===== src/rtl/vape_region_file.sv =====
// vape_region_file: VAPE metadata peripheral with region registers, a challenge buffer and an exec-driven lock.
//
// Ports:
//   mclk        main clock
//   puc_rst     asynchronous active-high reset
//   per_addr    peripheral word address
//   per_din     write data
//   per_en      access enable
//   per_we      byte write enables ([0] low, [1] high); 00 is a read
//   exec_flag   execution flag from the monitor
//   per_dout    combinational read data, 0 when not selected or on a write
//   region_min  packed region minimum addresses, region i at [16i+15:16i]
//   region_max  packed region maximum addresses, same packing
//   exec_q      exec_flag registered once
//   lock        metadata frozen (state other than UNLOCKED)
//   viol        one-cycle pulse after a blocked write
//   chal_valid  every challenge word written since the last clear
module vape_region_file #(
    parameter logic [14:0] BASE_ADDR   = 15'h0160,
    parameter int          DEC_WD      = 3,
    parameter int          NUM_REGIONS = 2,
    parameter logic [13:0] CHAL_BASE   = 14'h0a0,
    parameter int          CHAL_WORDS  = 16
) (
    input  logic                      mclk,
    input  logic                      puc_rst,
    input  logic [13:0]               per_addr,
    input  logic [15:0]               per_din,
    input  logic                      per_en,
    input  logic [1:0]                per_we,
    input  logic                      exec_flag,
    output logic [15:0]               per_dout,
    output logic [16*NUM_REGIONS-1:0] region_min,
    output logic [16*NUM_REGIONS-1:0] region_max,
    output logic                      exec_q,
    output logic                      lock,
    output logic                      viol,
    output logic                      chal_valid
);

    localparam int                IW       = (CHAL_WORDS > 1) ? $clog2(CHAL_WORDS) : 1;
    localparam logic [DEC_WD-1:0] K_STAT   = DEC_WD'(2 * NUM_REGIONS);
    localparam logic [DEC_WD-1:0] K_CTRL   = DEC_WD'(2 * NUM_REGIONS + 1);
    localparam logic [14:0]       CHAL_END = 15'(CHAL_BASE) + 15'(CHAL_WORDS);

    typedef enum logic [1:0] {
        UNLOCKED = 2'd0,
        ARMED    = 2'd1,
        LOCKED   = 2'd2
    } state_t;

    state_t state, state_nx;

    logic [15:0]           rmin [NUM_REGIONS];
    logic [15:0]           rmax [NUM_REGIONS];
    logic [15:0]           chal [CHAL_WORDS];
    logic [CHAL_WORDS-1:0] mask;
    logic                  sticky;

    logic [DEC_WD-1:0] k;
    logic [IW-1:0]     chal_idx;
    logic              win_sel, chal_sel, wr, rd;
    logic              reg_wr, chal_wr, ctrl_wr;
    logic              arm, disarm, clr;
    logic              exec_rise, exec_fall, blocked;

    function automatic logic [15:0] merge(input logic [15:0] old, input logic [15:0] din,
                                          input logic [1:0] we);
        return {we[1] ? din[15:8] : old[15:8], we[0] ? din[7:0] : old[7:0]};
    endfunction

    // Address decode
    assign k         = per_addr[DEC_WD-1:0];
    assign win_sel   = per_en && (per_addr[13:DEC_WD] == BASE_ADDR[14:DEC_WD+1]);
    assign chal_sel  = per_en && ({1'b0, per_addr} >= 15'(CHAL_BASE)) && ({1'b0, per_addr} < CHAL_END);
    assign chal_idx  = IW'(per_addr - CHAL_BASE);
    assign wr        = |per_we;
    assign rd        = per_en && (per_we == 2'b00);
    assign reg_wr    = win_sel && wr && (k < K_STAT);
    assign chal_wr   = chal_sel && wr;
    // CTRL bits live in the low byte, so only a low-byte write can command it
    assign ctrl_wr   = win_sel && per_we[0] && (k == K_CTRL);
    assign arm       = ctrl_wr && per_din[0];
    assign disarm    = ctrl_wr && per_din[1];
    assign clr       = ctrl_wr && per_din[2];
    assign exec_rise = exec_flag && !exec_q;
    assign exec_fall = !exec_flag && exec_q;

    // State register
    always_ff @(posedge mclk or posedge puc_rst) begin
        if (puc_rst)
            state <= UNLOCKED;
        else
            state <= state_nx;
    end

    // Next state: exec edges take priority over CTRL commands
    always_comb begin
        state_nx = state;
        case (state)
            UNLOCKED: state_nx = exec_rise ? LOCKED : (arm ? ARMED : UNLOCKED);
            ARMED:    state_nx = exec_rise ? LOCKED : (disarm ? UNLOCKED : ARMED);
            LOCKED:   state_nx = exec_fall ? UNLOCKED : LOCKED;
            default:  state_nx = UNLOCKED;
        endcase
    end

    // Outputs of the lock FSM; acceptance is judged on the pre-edge state
    always_comb begin
        lock    = (state != UNLOCKED);
        blocked = (reg_wr || chal_wr) && lock;
    end

    always_ff @(posedge mclk or posedge puc_rst) begin
        if (puc_rst) begin
            for (int i = 0; i < NUM_REGIONS; i++) begin
                rmin[i] <= '0;
                rmax[i] <= '0;
            end
        end else if (reg_wr && !lock) begin
            for (int i = 0; i < NUM_REGIONS; i++) begin
                if (k == DEC_WD'(2 * i))
                    rmin[i] <= merge(rmin[i], per_din, per_we);
                if (k == DEC_WD'(2 * i + 1))
                    rmax[i] <= merge(rmax[i], per_din, per_we);
            end
        end
    end

    always_ff @(posedge mclk or posedge puc_rst) begin
        if (puc_rst) begin
            for (int j = 0; j < CHAL_WORDS; j++)
                chal[j] <= '0;
        end else if (chal_wr && !lock) begin
            chal[chal_idx] <= merge(chal[chal_idx], per_din, per_we);
        end
    end

    // Completeness mask; cleared when execution ends so a challenge is used once
    always_ff @(posedge mclk or posedge puc_rst) begin
        if (puc_rst)
            mask <= '0;
        else if (exec_fall)
            mask <= '0;
        else if (chal_wr && !lock)
            mask[chal_idx] <= 1'b1;
    end

    // Setting the sticky flag wins over a same-cycle clear
    always_ff @(posedge mclk or posedge puc_rst) begin
        if (puc_rst) begin
            exec_q <= 1'b0;
            viol   <= 1'b0;
            sticky <= 1'b0;
        end else begin
            exec_q <= exec_flag;
            viol   <= blocked;
            sticky <= blocked || (sticky && !(clr && !lock));
        end
    end

    assign chal_valid = &mask;

    always_comb begin
        per_dout = '0;
        if (win_sel && rd) begin
            for (int i = 0; i < NUM_REGIONS; i++) begin
                if (k == DEC_WD'(2 * i))
                    per_dout = rmin[i];
                if (k == DEC_WD'(2 * i + 1))
                    per_dout = rmax[i];
            end
            if (k == K_STAT)
                per_dout = {12'b0, chal_valid, sticky, lock, exec_q};
        end
        if (chal_sel && rd)
            per_dout = per_dout | chal[chal_idx];
    end

    for (genvar i = 0; i < NUM_REGIONS; i++) begin : g_pack
        assign region_min[16*i +: 16] = rmin[i];
        assign region_max[16*i +: 16] = rmax[i];
    end

endmodule


===== config.mk =====
export PLATFORM = sky130hd
export DESIGN_NAME = vape_region_file
export DESIGN_NICKNAME = d
export VERILOG_FILES = /design/src/rtl/vape_region_file.sv
export SDC_FILE = /design/constraint.sdc
export NUM_CORES = 1
export LEC_CHECK = 0
export ABC_CLOCK_PERIOD_IN_PS = 11800
export CORE_UTILIZATION = 42
export CTS_BUF_LIST = sky130_fd_sc_hd__clkbuf_8
export CTS_CLUSTER_SIZE = 25
export DETAILED_ROUTE_END_ITERATION = 16
export PLACE_DENSITY = 0.66
export SETUP_SLACK_MARGIN = 0.5
export SLEW_MARGIN = 30
export SYNTH_ARGS = -nofsm -noshare
export SYNTH_HDL_FRONTEND = slang
export SYNTH_SLANG_ARGS = --single-unit

===== constraint.sdc =====
create_clock -name mclk -period 11.8 [get_ports mclk]
set_clock_uncertainty 0.1 [all_clocks]
set_input_delay 1.77 -clock mclk [delete_from_list [all_inputs] [get_ports mclk]]
set_output_delay 1.77 -clock mclk [all_outputs]
set_load 0.01 [all_outputs]

# == Word level (Yosys, flattened, before mapping) ==
# Index checks and enable logic that the tools add are counted.
# totals
regBits,341
mem_bits_ro,0
out_inout_bits,84
n_memories,0
latch_bits,0
elab_cells,117
ramBits,0
input_bits,36
# op_classes
n_shift,0
multipliers,0
n_addsub,1
n_mux,25
div_mod_pow,0
magnitude_cmp,7
eq_ne,8
bitwise,3
n_reduce_logical,44
# op_table
operator,count
bitwise mux 256 bit,1
2-to-1 mux 16 bit,12
binary-select mux 16 bit (select 4 bit),1
demux 16 bit (select 4 bit),1
bitwise OR 16 bit,2
AND reduction 3 bit,8
logical AND 1 bit,23
2-to-1 mux 8 bit,2
AND reduction 16 bit,1
>= comparator 14 x 8 -> 1 bit (second input constant),1
less-than comparator 14 x 8 -> 1 bit (second input constant),1
== test 11 x 5 -> 1 bit (second input constant),1
== test 3 x 2 -> 1 bit (second input constant),2
== test 3 bit (second input constant),2
2-to-1 mux 2 bit,3
case mux 2 bit (3 select lines),1
>= comparator 5 bit (second input constant),1
less-than comparator 4 x 5 -> 1 bit (second input constant),1
less-than comparator 5 x 1 -> 1 bit (second input constant),1
inverter 4 -> 5 bit,1
demux 1 bit (select 4 bit),1
>= comparator 4 x 1 -> 1 bit (second input constant),1
zero test 1 bit,4
zero test 2 bit,2
10 further kinds,14

# == Depth between registers and ports, before layout ==
# Gate-level depths: netlist of the first run.
# depth
word_depth,9
ltp_mapped,10
ltp_nobuf,5

# == Least setup slack after synthesis of the first run ==
# OpenSTA, ideal clock, no wires.
# synth_path
path_type,input port to output port
from,input port per_addr[2]
to,output port per_dout[11]
t_arrival_ns,3.288
path_stages,6
path_buffers,3
path_slack_ns,6.642
cell_sequence,buf_4 -> buf_2 -> or2_2 -> or4_1 -> buf_2 -> o22ai_1
# synth_via
elab_chain_len,9
word_cells_on_any_way,23
cone_classes,1 x add/sub; 2 x order compare; 4 x eq/ne; 10 x mux; 2 x bitwise; 4 x reduce/logical
# synth_lines
item,line_no,source
"start, declared",27,"input logic [13:0] per_addr,"
branches (longest 8 deep; another with subtractor 4 x 1 -> 4 bit),n/a,
2-to-1 mux 16 bit *,176,if (chal_sel && rd)
"end, declared",32,"output logic [15:0] per_dout,"
# Every way passes the cells marked *. The select of a mux whose other input is x is not followed.

# == Final worst setup path of the first run ==
# layout_path
from,input port per_addr[0]
to,output port per_dout[9]
# Same word-level chain as after synthesis.

==> results of run 1 <==
placed cells by master, fill, tap and decap left out, types with 3 or more instances in the layout:
cell type,synthesis,routed
sky130_fd_sc_hd__a21boi_0,8,8
sky130_fd_sc_hd__a211oi_1,7,7
sky130_fd_sc_hd__o21a_1,19,19
sky130_fd_sc_hd__clkdlybuf4s50_1,0,116
sky130_fd_sc_hd__nor3_1,11,11
sky130_fd_sc_hd__nor4_4,4,4
sky130_fd_sc_hd__buf_4,5,12
sky130_fd_sc_hd__a21oi_1,137,137
sky130_fd_sc_hd__o41a_1,3,3
sky130_fd_sc_hd__clkbuf_8,0,67
sky130_fd_sc_hd__o21ai_0,17,17
sky130_fd_sc_hd__mux2_2,118,118
sky130_fd_sc_hd__mux4_2,25,25
sky130_fd_sc_hd__buf_6,31,3
sky130_fd_sc_hd__o22ai_1,45,45
sky130_fd_sc_hd__a32oi_2,9,9
sky130_fd_sc_hd__and2_1,6,6
sky130_fd_sc_hd__nand4_4,16,16
sky130_fd_sc_hd__o32ai_1,4,4
sky130_fd_sc_hd__o21ai_1,116,116
sky130_fd_sc_hd__nand2b_1,10,10
sky130_fd_sc_hd__nand2_1,157,157
sky130_fd_sc_hd__clkinv_2,0,3
sky130_fd_sc_hd__o31a_1,8,8
sky130_fd_sc_hd__nand3_1,4,4
sky130_fd_sc_hd__nor2_1,155,147
sky130_fd_sc_hd__mux2i_1,48,48
sky130_fd_sc_hd__dfrtp_1,341,341
sky130_fd_sc_hd__inv_1,12,31
sky130_fd_sc_hd__a22oi_1,18,18
sky130_fd_sc_hd__nor2_4,2,8
sky130_fd_sc_hd__o21ai_2,9,9
sky130_fd_sc_hd__a31oi_1,7,7
sky130_fd_sc_hd__nor3_4,5,5
sky130_fd_sc_hd__nand4_1,7,7
sky130_fd_sc_hd__or2_2,5,5
sky130_fd_sc_hd__buf_8,1,3
sky130_fd_sc_hd__nor2b_1,13,12
synthesized netlist by cell type, types with 9 or more instances:
cell type	n	area, um2
sky130_fd_sc_hd__nand2b_1	10	62.6
sky130_fd_sc_hd__o21ai_1	116	581
sky130_fd_sc_hd__nor2_1	155	582
sky130_fd_sc_hd__clkbuf_1	18	67.6
sky130_fd_sc_hd__mux2_2	118	1330
sky130_fd_sc_hd__mux2i_1	48	480
sky130_fd_sc_hd__dfrtp_1	341	8530
sky130_fd_sc_hd__a32oi_2	9	146
sky130_fd_sc_hd__o21ai_0	17	85.1
sky130_fd_sc_hd__a21oi_1	137	686
sky130_fd_sc_hd__a22oi_1	18	135
sky130_fd_sc_hd__buf_2	32	160
sky130_fd_sc_hd__nand4_4	16	340
sky130_fd_sc_hd__o21ai_2	9	78.8
sky130_fd_sc_hd__nor2b_1	13	81.3
sky130_fd_sc_hd__inv_1	12	45.0
sky130_fd_sc_hd__o21a_1	19	143
sky130_fd_sc_hd__nand2_1	157	589
sky130_fd_sc_hd__buf_6	31	349
sky130_fd_sc_hd__nor3_1	11	55.1
sky130_fd_sc_hd__mux4_2	25	563
sky130_fd_sc_hd__o22ai_1	45	282
flip-flops by register name, summed over array words and instances (netlist names):
signal and count:
state 2, sticky 1, region_max 32, region_min 32, exec_q 1, viol 1, mask 16, chal 256
kinds of logic after synthesis:
| family | Yosys count | synth area share |
|---|---|---|
| AOI/OAI and AO/OA | 412 | 0.152 |
| buffers and inverters | 107 | 0.0433 |
| DFF | 341 | 0.524 |
| muxes | 191 | 0.146 |
| and+or+nand+nor | 412 | 0.135 |
cell type report:
class,instances,area [um2]
Tap cell,511,639
Timing Repair Buffer,139,1410
Multi-Input combinational cell,1015,7100
Inverter,13,52.6
Sequential cell,341,8530
Clock inverter,24,97.6
Clock buffer,67,922
Fill cell,3412,19200
worst reg2reg max path: cells and delay by family (launching register included):
family | cells | cell delay [ns]
AOI/OAI and AO/OA | 1 | 0.18
DFF | 1 | 0.40
and+or+nand+nor | 4 | 2.09
metrics by stage:
stage | total power [mW] | cell area (um2) | utilization | setup WS, ns | hold WS (ns)
finish | 2.31 | 18800 | 0.494 | 4.44 | 0.376
floorplan | 1.31 | 16300 | - | 5.37 | 0.346
global route | 2.40 | 18800 | 0.494 | 4.28 | 0.398
detailed placement | 1.37 | 17700 | 0.466 | 4.42 | 0.363
global placement | 1.37 | 17600 | 0.464 | 4.42 | 0.355
CTS | 2.33 | 18700 | 0.492 | 4.42 | 0.376
layer usage:
layer  routed length (um)  up-vias  GRT usage
li1                     -     5493          -
met1                20000     6062      0.327
met2                21900      431      0.379
met3                 3260       89     0.0465
met4                 1230        0     0.0849
met5                    0        -          0
worst max-delay path by stage:
stage | from | to | slack [ns]
after global routing | per_addr[0] | per_dout[9] | 4.28
after floorplan | puc_rst | chal[0]$_DFFE_PP0P_ | 5.37
after CTS | per_addr[0] | per_dout[9] | 4.42
after global placement | per_addr[0] | per_dout[9] | 4.42
after detailed placement | per_addr[0] | per_dout[9] | 4.42
final | per_addr[0] | per_dout[9] | 4.44
report_power, final:
group	internal, mW	leakage (nW)	switching [mW]
combinational	0.0495	3.16	0.126
sequential	1.17	4.76	0.00137
clock	0.506	0.600	0.453
total	1.73	8.52	0.580
==> reports/results.txt, run 1 <==
The overflow left after global routing is 0, and the area growth from synthesis to layout is 15.2%. The count of placed standard cells including taps is 2,017. The classification of the worst setup path was in -> out.

Yosys mapped the design onto 57 distinct sky130hd cell types. The count of nets left with antenna violations once routing finished came out at 0. The number of antenna diodes in the final layout is 0. After detailed routing, the average wire length per cell comes to 22.0 um. The starting utilization of the core area is 0.429, and the number of pins exceeding their max-slew limit in the final report is 0.

The tools report the arrival time of the worst setup path as 5.49 ns. Worst-path cell with the longest stage delay: sky130_fd_sc_hd__buf_6. The run gives 56 as the total CTS buffers. In this run the critical register-to-register path is captured at chal[61]$_DFFE_PP0P_. Setup violations remaining at the end of the flow were counted as 0.

The area enclosed by the die boundary is 39,600 um2. The logic depth of the worst register-to-register path works out to 5. Slew at the pin closest to its max-slew limit: 1.04 ns. The signal on the critical path passes through buf_6, buf_4, buf_12, mux4_2, mux2i_1, nor2_1, nor2_1, o22ai_1, clkdlybuf4s50_1. In this run the static leakage power is 8.52 nW. In this run the clock root is driven by a sky130_fd_sc_hd__clkbuf_8. The run finished with clean final reports.

The tools report the reg-to-reg critical path startpoint as state[0]$_DFF_PP0_. The violation count after the first detailed-routing iteration is 916, and the delay of the slowest critical-path stage is 0.62 ns. Across the VDD grid, the largest voltage drop is 0.0828 mV.

The number of non-filler instances in the completed layout is 2,110, and the cell depth of the worst hold path is 2. The proportion of synthesized chip area in sequential cells came out at 0.524. The launch instance of the worst min-delay path was chal[236]$_DFFE_PP0P_. The net count of the finished layout is 1,602.

The first global-routing pass estimated 71.7 mm of wire. In this run the power density over the cells is 123 nW/um2. After floorplanning, the core was divided into 71 placement rows. The run gives 0.306 as the worst slew slack as a fraction of its limit. In this run, post-CTS repair resized a total of 0 instances. STA classifies the critical path startpoint as a primary input. For the deepest clock path buffer count, the log shows 3.

From bottom edge to top edge, the die measures 199 um. Setup repair after global routing left no endpoint under its margin. The count of buffering cells on the critical path with inverters included came out at 4.

The tools report the post-synthesis instance total as 1,463. A synthesized cell averages 11.1 um2. The per-cell via count in the routed design was 5.72; the count of yosys warnings during synthesis was 0. The number of antenna violations at the first check in global routing is 0, and the die boundary width is 199 um. The cell area that synthesis handed to floorplanning was 16,300 um2. The later pin in the worst-skew pair is clocked with a latency of 0.60 ns. The logs give 37,900 um2 for the floorplan core area and 46.4 mm for the final wirelength. The logs give 0 for the final number of hold-violating endpoints and 136 MHz for the highest achievable clock rate.

In this run the post-CTS setup repair buffer count came out at 0. The clock edge transition at the registers on the reported setup and hold paths works out to 0.06 ns. After detailed routing, the number of remaining DRC violations is 0. After routing, the total negative slack on setup checks comes to 0 ns. After clock tree synthesis, the flow added hold-fix buffers numbering 0. The clock drives 341 sinks. In this run, synthesis produced a sequential element count of 341. The logs give 12,200 for the via count of the first global-routing pass and 0.239 for the combined global-route utilization of all metal layers. The maximum fanout along the worst path is 88. The async set-reset flop share out of synthesis came out at 1.00. Fraction of layout instances using a drive strength above 1: 0.191. The H-tree generated during clock tree synthesis spans 2 levels. In this run the tool buffered the top-level ports with 119 buffer cells. 120 I/O pins were placed. The dominant delay contributor by cell family on the critical path is buffers and inverters. Entering global routing, the biggest net connects 107 pins. Routability-driven placement finished with a final weighted congestion of 0.812. The cell that appears most often on the critical path is sky130_fd_sc_hd__nor2_1. The number of max-cap violations is 0, and the shortest clock period the worst path allows after layout is 7.36 ns. The worst register-to-register path has a setup slack of 8.86 ns. At the worst endpoint, the required time is 9.93 ns. Synthesis produced a netlist with a net count of 1,499.

The worst hold path terminates at chal[236]$_DFFE_PP0P_. STA classifies the critical path endpoint as an output port. The synthesized design contains 0 enable-type register cells.

Final worst-path cycle share: 0.624. TritonCTS built the clock tree. The cell count along the critical path was 9; the via count was 12,100.

The tools report the count of TritonRoute iterations in the first routing pass as 5. The min-delay analysis places its worst path in the category reg -> reg. The half-perimeter wire length after placement was 29.9 mm.

The primary flip-flop cell chosen by synthesis mapping is sky130_fd_sc_hd__dfrtp_1.
Power figures use the tool's default switching activity.
==> inputs of run 2 (changes only) <==
--- a/config.mk
+++ b/config.mk
@@ -5,7 +5,7 @@
 export SDC_FILE = /design/constraint.sdc
 export NUM_CORES = 1
 export LEC_CHECK = 0
-export ABC_CLOCK_PERIOD_IN_PS = 11800
+export ABC_CLOCK_PERIOD_IN_PS = 6500
 export CORE_UTILIZATION = 42
 export CTS_BUF_LIST = sky130_fd_sc_hd__clkbuf_8
 export CTS_CLUSTER_SIZE = 25
==> constraint.sdc (replaced) <==
create_clock -name mclk -period 6.5 [get_ports mclk]
set_clock_uncertainty 0.1 [all_clocks]
set_input_delay 0.975 -clock mclk [delete_from_list [all_inputs] [get_ports mclk]]
set_output_delay 0.975 -clock mclk [all_outputs]
set_load 0.01 [all_outputs]
==> reports/results.txt, run 2 (same netlist as run 1, synthesis figures left out) <==
The tools report the data required time of the worst path as 5.42 ns (was 9.93 ns). For the worst slew slack as a fraction of its limit, the log shows 0.310 (was 0.306). For the largest vdd supply drop, the log shows 0.165 mV (was 0.0828 mV).

The register ranked first by flip-flop count is chal (unchanged). Most common cell after layout, fill and taps aside: sky130_fd_sc_hd__dfrtp_1 (unchanged). Count of antenna-violating nets left after detailed routing: 0 (unchanged). Register-to-register setup slack: 3.53 ns (was 8.86 ns). For the arrival time of the worst setup path, the log shows 4.02 ns (was 5.49 ns). For the total CTS buffers, the log shows 55 (was 56).

The per-cell routed wire length was 22.2 um (was 22.0 um). The logs give 3.24 mW (was 1.73 mW) for the internal power component and 0.074 (was 0.076) for the combinational share of power. Final wirelength: 47.1 mm (was 46.4 mm). The run gives 71 (unchanged) as the site row count. For the placer congestion estimate, the log shows 0.862 (was 0.812). The starting utilization of the core area is 0.429 (unchanged). The die boundary width is 199 um (unchanged). The fraction of layout instances using a drive strength above 1 is 0.197 (was 0.191), and the deepest clock path buffer count is 3 (unchanged). The logic depth of the worst register-to-register path was 5 (unchanged); the number of I/O pins was 120 (unchanged). The total power is 4.35 mW (was 2.31 mW). The total number of clock tree sinks came out at 341 (unchanged).

The number of gates given a new drive strength after cts is 0 (unchanged). The clock edge transition at the registers on the reported setup and hold paths is 0.06 ns (about the same), and the delay of the slowest critical-path stage is 0.81 ns (was 0.62 ns). The count of H-tree levels built during CTS was 2 (unchanged). The shortest clock period the worst path allows after layout was 5.09 ns. The startpoint type of the worst setup path is a primary input (unchanged). The number of pins exceeding their max-slew limit in the final report was 0 (unchanged); the final worst-path cycle share was 0.783.

The floorplan die height was 199 um (unchanged); the quantity of I/O buffers inserted on ports was 119 (unchanged). The run gives 0.241 (was 0.239) as the combined global-route utilization of all metal layers. The final net count is 1,602 (unchanged).

The run gives 0 (unchanged) as the overflow left after global routing. Highest achievable clock rate: 196 MHz. The slew at the pin closest to its max-slew limit works out to 1.03 ns (was 1.04 ns). The number of antenna violations at the first check in global routing was 1 (was 0). The area growth from synthesis to layout is 15.7% (was 15.2%).

The half-perimeter wire length after placement was 30.6 mm (was 29.9 mm); the cell depth of the worst hold path was 2 (unchanged). For the setup TNS, the log shows 0 ns (unchanged). Launch instance of the worst min-delay path: chal[156]$_DFFE_PP0P_ (was chal[236]$_DFFE_PP0P_). The endpoint type of the worst setup path was an output port (unchanged). Count of endpoints failing setup in the final report: 0 (unchanged). The clock power share is 0.436 (was 0.415), and the total power density per cell area is 231 nW/um2 (was 123 nW/um2).

The terminating pin of the worst hold path was chal[156]$_DFFE_PP0P_ (was chal[236]$_DFFE_PP0P_). Area enclosed by the die boundary: 39,600 um2 (unchanged). The classification of the worst setup path was in -> out (unchanged).

The tools report the worst flop-to-flop path endpoint as chal[57]$_DFFE_PP0P_ (was chal[61]$_DFFE_PP0P_). The number of flip-flops in the largest register works out to 256 (unchanged). The flow ran to the end, and the final reports show no timing, DRC or antenna violations. The run gives 8.58 nW (was 8.52 nW) as the static leakage power.

TritonCTS built the clock tree. The switching power share of the total was 0.254 (was 0.251). The run gives 0 (unchanged) as the cts-stage hold buffer count. The logs give 0 (unchanged) for the number of setup buffers added after CTS and 165 (was 107) for the pin count of the biggest net entering global routing. The tools report the portion of total power attributed to sequential cells as 0.490 (was 0.509).

The via count is 12,200 (was 12,100). The clock root buffer is sky130_fd_sc_hd__clkbuf_8 (unchanged). CP cell instances: clkdlybuf4s50_1, clkinv_1, nor3_1, a31oi_1, o22ai_1, clkdlybuf4s50_1 (was buf_6, buf_4, buf_12, mux4_2, mux2i_1, nor2_1, nor2_1, o22ai_1, clkdlybuf4s50_1).

The wire length of the first global-routing pass was 72.1 mm (was 71.7 mm); the maximum fanout along the worst path was 19 (was 88). The clock latency on the worst-skew pair is 0.61 ns (was 0.60 ns). The reg-to-reg critical path startpoint was state[0]$_DFF_PP0_ (unchanged).

Setup repair after global routing left no endpoint under its margin. The cell seen most often among critical-path stages was sky130_fd_sc_hd__clkdlybuf4s50_1 (was sky130_fd_sc_hd__nor2_1). The count of TritonRoute iterations in the first routing pass was 5 (unchanged); the violation count after the first detailed-routing iteration was 970 (was 916). Per-cell via count in the routed design: 5.76 (was 5.72). The floorplan core area was 37,900 um2 (unchanged). Most frequent cells in the layout: sky130_fd_sc_hd__dfrtp_1 (341), sky130_fd_sc_hd__nand2_1 (157), sky130_fd_sc_hd__nor2_1 (146) (was sky130_fd_sc_hd__dfrtp_1 (341), sky130_fd_sc_hd__nand2_1 (157), sky130_fd_sc_hd__nor2_1 (147)). The number of max-cap violations was 0 (unchanged); the count of unresolved DRC violations after routing was 0 (unchanged).

The worst hold path class was reg -> reg (unchanged). The final number of hold-violating endpoints came out at 0 (unchanged). The logs give 12,200 (about the same) for the via count of the first global-routing pass and 1.11 mW (was 0.580 mW) for the switching power of the nets.

The worst-path cell with the longest stage delay was sky130_fd_sc_hd__clkdlybuf4s50_1 (was sky130_fd_sc_hd__buf_6).
==> run 2: worst max-delay path by stage <==
| stage | end | depth (start not counted) | start |
|---|---|---|---|
| after floorplan | chal[0]$_DFFE_PP0P_ | 1 | puc_rst |
| after global placement | per_dout[4] | 7 | per_en |
| after detailed placement | per_dout[10] | 7 | per_en |
| after CTS | per_dout[10] | 7 | per_en |
| after global routing | per_dout[10] | 7 | per_en |
| final | per_dout[7] | 6 | per_addr[3] |
==> run 2: power by group through the flow <==
| stage | Clock, mW | Combinational (mW) | Sequential (mW) |
|---|---|---|---|
| 2_1_floorplan | 0 | 0.203 | 2.17 |
| 3_3_place_gp | 0 | 0.313 | 2.17 |
| 3_5_place_dp | 0 | 0.316 | 2.17 |
| 4_1_cts | 1.93 | 0.317 | 2.13 |
| 5_1_grt | 2.03 | 0.345 | 2.13 |
| 6_report | 1.90 | 0.322 | 2.13 |
==> run 2: stage by stage <==
step                utilization  std cells  hold WS, ns  setup slack (ns)  instance area (um2)
floorplan                     -       1463        0.346             0.864                16300
global placement          0.465       2017        0.356              1.53                17600
detailed placement        0.465       2018        0.369              1.50                17600
CTS                       0.495       2119        0.383              1.50                18800
global route              0.497       2121        0.399              1.26                18800
finish                    0.497       2122        0.382              1.41                18800
==> run 2: critical path: cells and delay by family <==
| family | cells | cell delay, ns |
|---|---|---|
| buffers and inverters | 3 | 2.13 |
| and+or+nand+nor | 1 | 0.55 |
| AOI/OAI and AO/OA | 2 | 0.35 |
==> run 2: final cells by class <==
class                   count  area, um2
clock inverters            26        111
multi-input cells        1015       7080
clock buffers              75       1030
well taps                 511        639
flip-flops and latches    341       8530
fillers                  3427      19100
diodes                      1       2.50
inverters                  13       52.6
repair buffers            140       1400
==> run 2: layer usage <==
layer	vias to the layer above	global-route usage	wire length (um)
li1	5500	-	-
met1	6131	0.334	20300
met2	456	0.368	21700
met3	126	0.0478	3320
met4	0	0.102	1820
met5	-	0	0
==> inputs of run 3 (changes only) <==
--- a/config.mk
+++ b/config.mk
@@ -5,7 +5,7 @@
 export SDC_FILE = /design/constraint.sdc
 export NUM_CORES = 1
 export LEC_CHECK = 0
-export ABC_CLOCK_PERIOD_IN_PS = 6500
+export ABC_CLOCK_PERIOD_IN_PS = 4150
 export CORE_UTILIZATION = 42
 export CTS_BUF_LIST = sky130_fd_sc_hd__clkbuf_8
 export CTS_CLUSTER_SIZE = 25
==> constraint.sdc (replaced) <==
create_clock -name mclk -period 4.15 [get_ports mclk]
set_clock_uncertainty 0.1 [all_clocks]
set_input_delay 0.6225 -clock mclk [delete_from_list [all_inputs] [get_ports mclk]]
set_output_delay 0.6225 -clock mclk [all_outputs]
set_load 0.01 [all_outputs]
==> reports/results.txt, run 3 (same netlist as run 1, synthesis figures left out) <==
Fraction of layout instances using a drive strength above 1: 0.220 (was 0.197). The classification of the worst setup path was in -> out (unchanged). The arrival time of the worst setup path was 2.89 ns (was 4.02 ns). For the clock latency on the worst-skew pair, the log shows 0.62 ns (was 0.61 ns).

The final worst-path cycle share was 0.871; the maximum fanout along the worst path was 4 (was 19). The starting utilization of the core area was 0.429 (unchanged); the area enclosed by the die boundary was 39,600 um2 (unchanged). CP cell instances: clkdlybuf4s50_1, nor4b_4, nand2_2, or4_4, o22ai_1, clkdlybuf4s50_1 (was clkdlybuf4s50_1, clkinv_1, nor3_1, a31oi_1, o22ai_1, clkdlybuf4s50_1). The pin count of the biggest net entering global routing was 165 (unchanged). TritonCTS built the clock tree. The half-perimeter wire length after placement is 31.3 mm (was 30.6 mm). The area growth from synthesis to layout came out at 19.0% (was 15.7%). For the final wirelength, the log shows 48.0 mm (was 47.1 mm).

For the total CTS buffers, the log shows 56 (was 55). Dominant delay contributor by cell family on the critical path: buffers and inverters (unchanged). The run gives 6.97 mW (was 4.35 mW) as the total power.

The run gives 120 (unchanged) as the number of I/O pins. The largest vdd supply drop was 0.312 mV (was 0.165 mV). The register ranked first by flip-flop count is chal (unchanged). The number of pins exceeding their max-slew limit in the final report is 0 (unchanged), and the number of antenna violations at the first check in global routing is 1 (unchanged). The timing startpoint of the critical path was per_en (was per_addr[3]). The logs give 3.43 ns (was 5.42 ns) for the data required time of the worst path and 0 (unchanged) for the overflow left after global routing. The count of antenna-violating nets left after detailed routing was 0 (unchanged); the site row count was 71 (unchanged).

The violation count after the first detailed-routing iteration is 922 (was 970). The via count of the first global-routing pass came out at 12,300 (was 12,200). The deepest clock path buffer count is 3 (unchanged), and the combined global-route utilization of all metal layers is 0.247 (was 0.241). Delay of the slowest critical-path stage: 0.58 ns (was 0.81 ns). The run gives 12,400 (was 12,200) as the via count.

The tools report the count of unresolved DRC violations after routing as 0 (unchanged). The clock edge transition at the registers on the reported setup and hold paths was 0.06 ns (about the same). The count of endpoints failing setup in the final report is 0 (unchanged), and the count of buffering cells on the critical path with inverters included is 2 (was 3). The run gives 2 (unchanged) as the count of H-tree levels built during CTS. The cell seen most often among critical-path stages is sky130_fd_sc_hd__clkdlybuf4s50_1 (unchanged). Total power density per cell area: 360 nW/um2 (was 231 nW/um2). The tools report the wire length of the first global-routing pass as 73.6 mm (was 72.1 mm).

The reg-to-reg critical path startpoint is state[0]$_DFF_PP0_ (unchanged). The worst hold path class was in -> async (was reg -> reg). For the total number of clock tree sinks, the log shows 341 (unchanged). Most common cell after layout, fill and taps aside: sky130_fd_sc_hd__dfrtp_1 (unchanged). The post-placement worst setup slack was 0.191 ns (was 1.50 ns). Most frequent cells in the layout: sky130_fd_sc_hd__dfrtp_1 (341), sky130_fd_sc_hd__nand2_1 (155), sky130_fd_sc_hd__nor2_1 (155) (was sky130_fd_sc_hd__dfrtp_1 (341), sky130_fd_sc_hd__nand2_1 (157), sky130_fd_sc_hd__nor2_1 (146)).

The floorplan die height is 199 um (unchanged), and the highest achievable clock rate is 277 MHz. The worst-path cell with the longest stage delay is sky130_fd_sc_hd__or4_4 (was sky130_fd_sc_hd__clkdlybuf4s50_1). Clock root buffer: sky130_fd_sc_hd__clkbuf_8 (unchanged).

The number of max-cap violations came out at 0 (unchanged). The die boundary width is 199 um (unchanged), and the per-cell routed wire length is 22.0 um (was 22.2 um). The floorplan core area is 37,900 um2 (unchanged), and the slew at the pin closest to its max-slew limit is 0.923 ns (was 1.03 ns). The shortest clock period the worst path allows after layout is 3.61 ns, and the number of flip-flops in the largest register is 256 (unchanged). Per-cell via count in the routed design: 5.68 (was 5.76).

The flow ran to the end, and the final reports show no timing, DRC or antenna violations. The tools report the endpoint type of the worst setup path as an output port (unchanged). The placer congestion estimate was 0.860 (was 0.862). For the final number of hold-violating endpoints, the log shows 0 (unchanged). The static leakage power was 9.07 nW (was 8.58 nW). Setup repair after global routing could not meet its margin everywhere. The run gives 0 (unchanged) as the cts-stage hold buffer count. The startpoint type of the worst setup path was a primary input (unchanged). The final net count is 1,658 (was 1,602), and the worst slew slack as a fraction of its limit is 0.385 (was 0.310). The count of TritonRoute iterations in the first routing pass was 5 (unchanged). The tools report the final critical-path setup slack as 0.535 ns (was 1.41 ns). The quantity of I/O buffers inserted on ports works out to 119 (unchanged).
==> run 3: final timing paths <==
kind,to,slack (ns),cells after the start
min,chal[44]$_DFFE_PP0P_,0.17,2
max,per_dout[15],0.54,6
min in group mclk,chal[244]$_DFFE_PP0P_,0.38,2
max in group asynchronous,region_min[5]$_DFFE_PP0P_,2.61,4
max reg2reg,mask[1]$_DFFE_PP0P_,1.42,5
min reg2reg,chal[244]$_DFFE_PP0P_,0.38,2
==> run 3: final cells by class <==
type,instances,area (um2)
Sequential cell,341,8530
Clock inverter,32,214
Clock buffer,71,977
Multi-Input combinational cell,1016,7070
Fill cell,3388,18600
Tap cell,511,639
Inverter,13,52.6
Antenna cell,2,5.00
Timing Repair Buffer,194,1890
==> run 3: per-layer routing <==
layer  routed length, um  track usage  share of wire  up-vias
met1               21300        0.350           0.44     6236
met3                3270       0.0483          0.068       99
met5                   0            0              0        -
met2               22100        0.374           0.46      426
li1                    -            -              -     5619
met4                1430       0.0895          0.030        0
==> run 3: worst register-to-register path, cell delays in order, from the launching register on <==
cell and delay (ns):
sky130_fd_sc_hd__dfrtp_1 0.41, sky130_fd_sc_hd__nor2_1 0.48, sky130_fd_sc_hd__and3_1 0.26, sky130_fd_sc_hd__buf_4 0.38, sky130_fd_sc_hd__nand4_4 0.60, sky130_fd_sc_hd__a21boi_0 0.41
==> run 3: per-stage QoR <==
stage          std cells   util  hold slack [ns]  TNS, ns  instance area [um2]
2_1_floorplan       1463      -            0.346  -386.36                16300
3_3_place_gp        2069  0.476            0.361        0                18000
3_5_place_dp        2069  0.476            0.368        0                18000
4_1_cts             2174  0.508            0.144        0                19300
5_1_grt             2178  0.511            0.155        0                19400
6_report            2180  0.511            0.171        0                19400
==> run 3: timing repair <==
item	CTS	global route
gates cloned	2	0
pin swaps	1	0
buffers inserted	0	2
endpoints found under the setup margin	15	11
resized for setup	11	10
==> run 3: power by group <==
group,switching [mW],internal [mW]
sequential,0.00390,3.33
combinational,0.370,0.170
clock,1.38,1.72
total,1.75,5.22
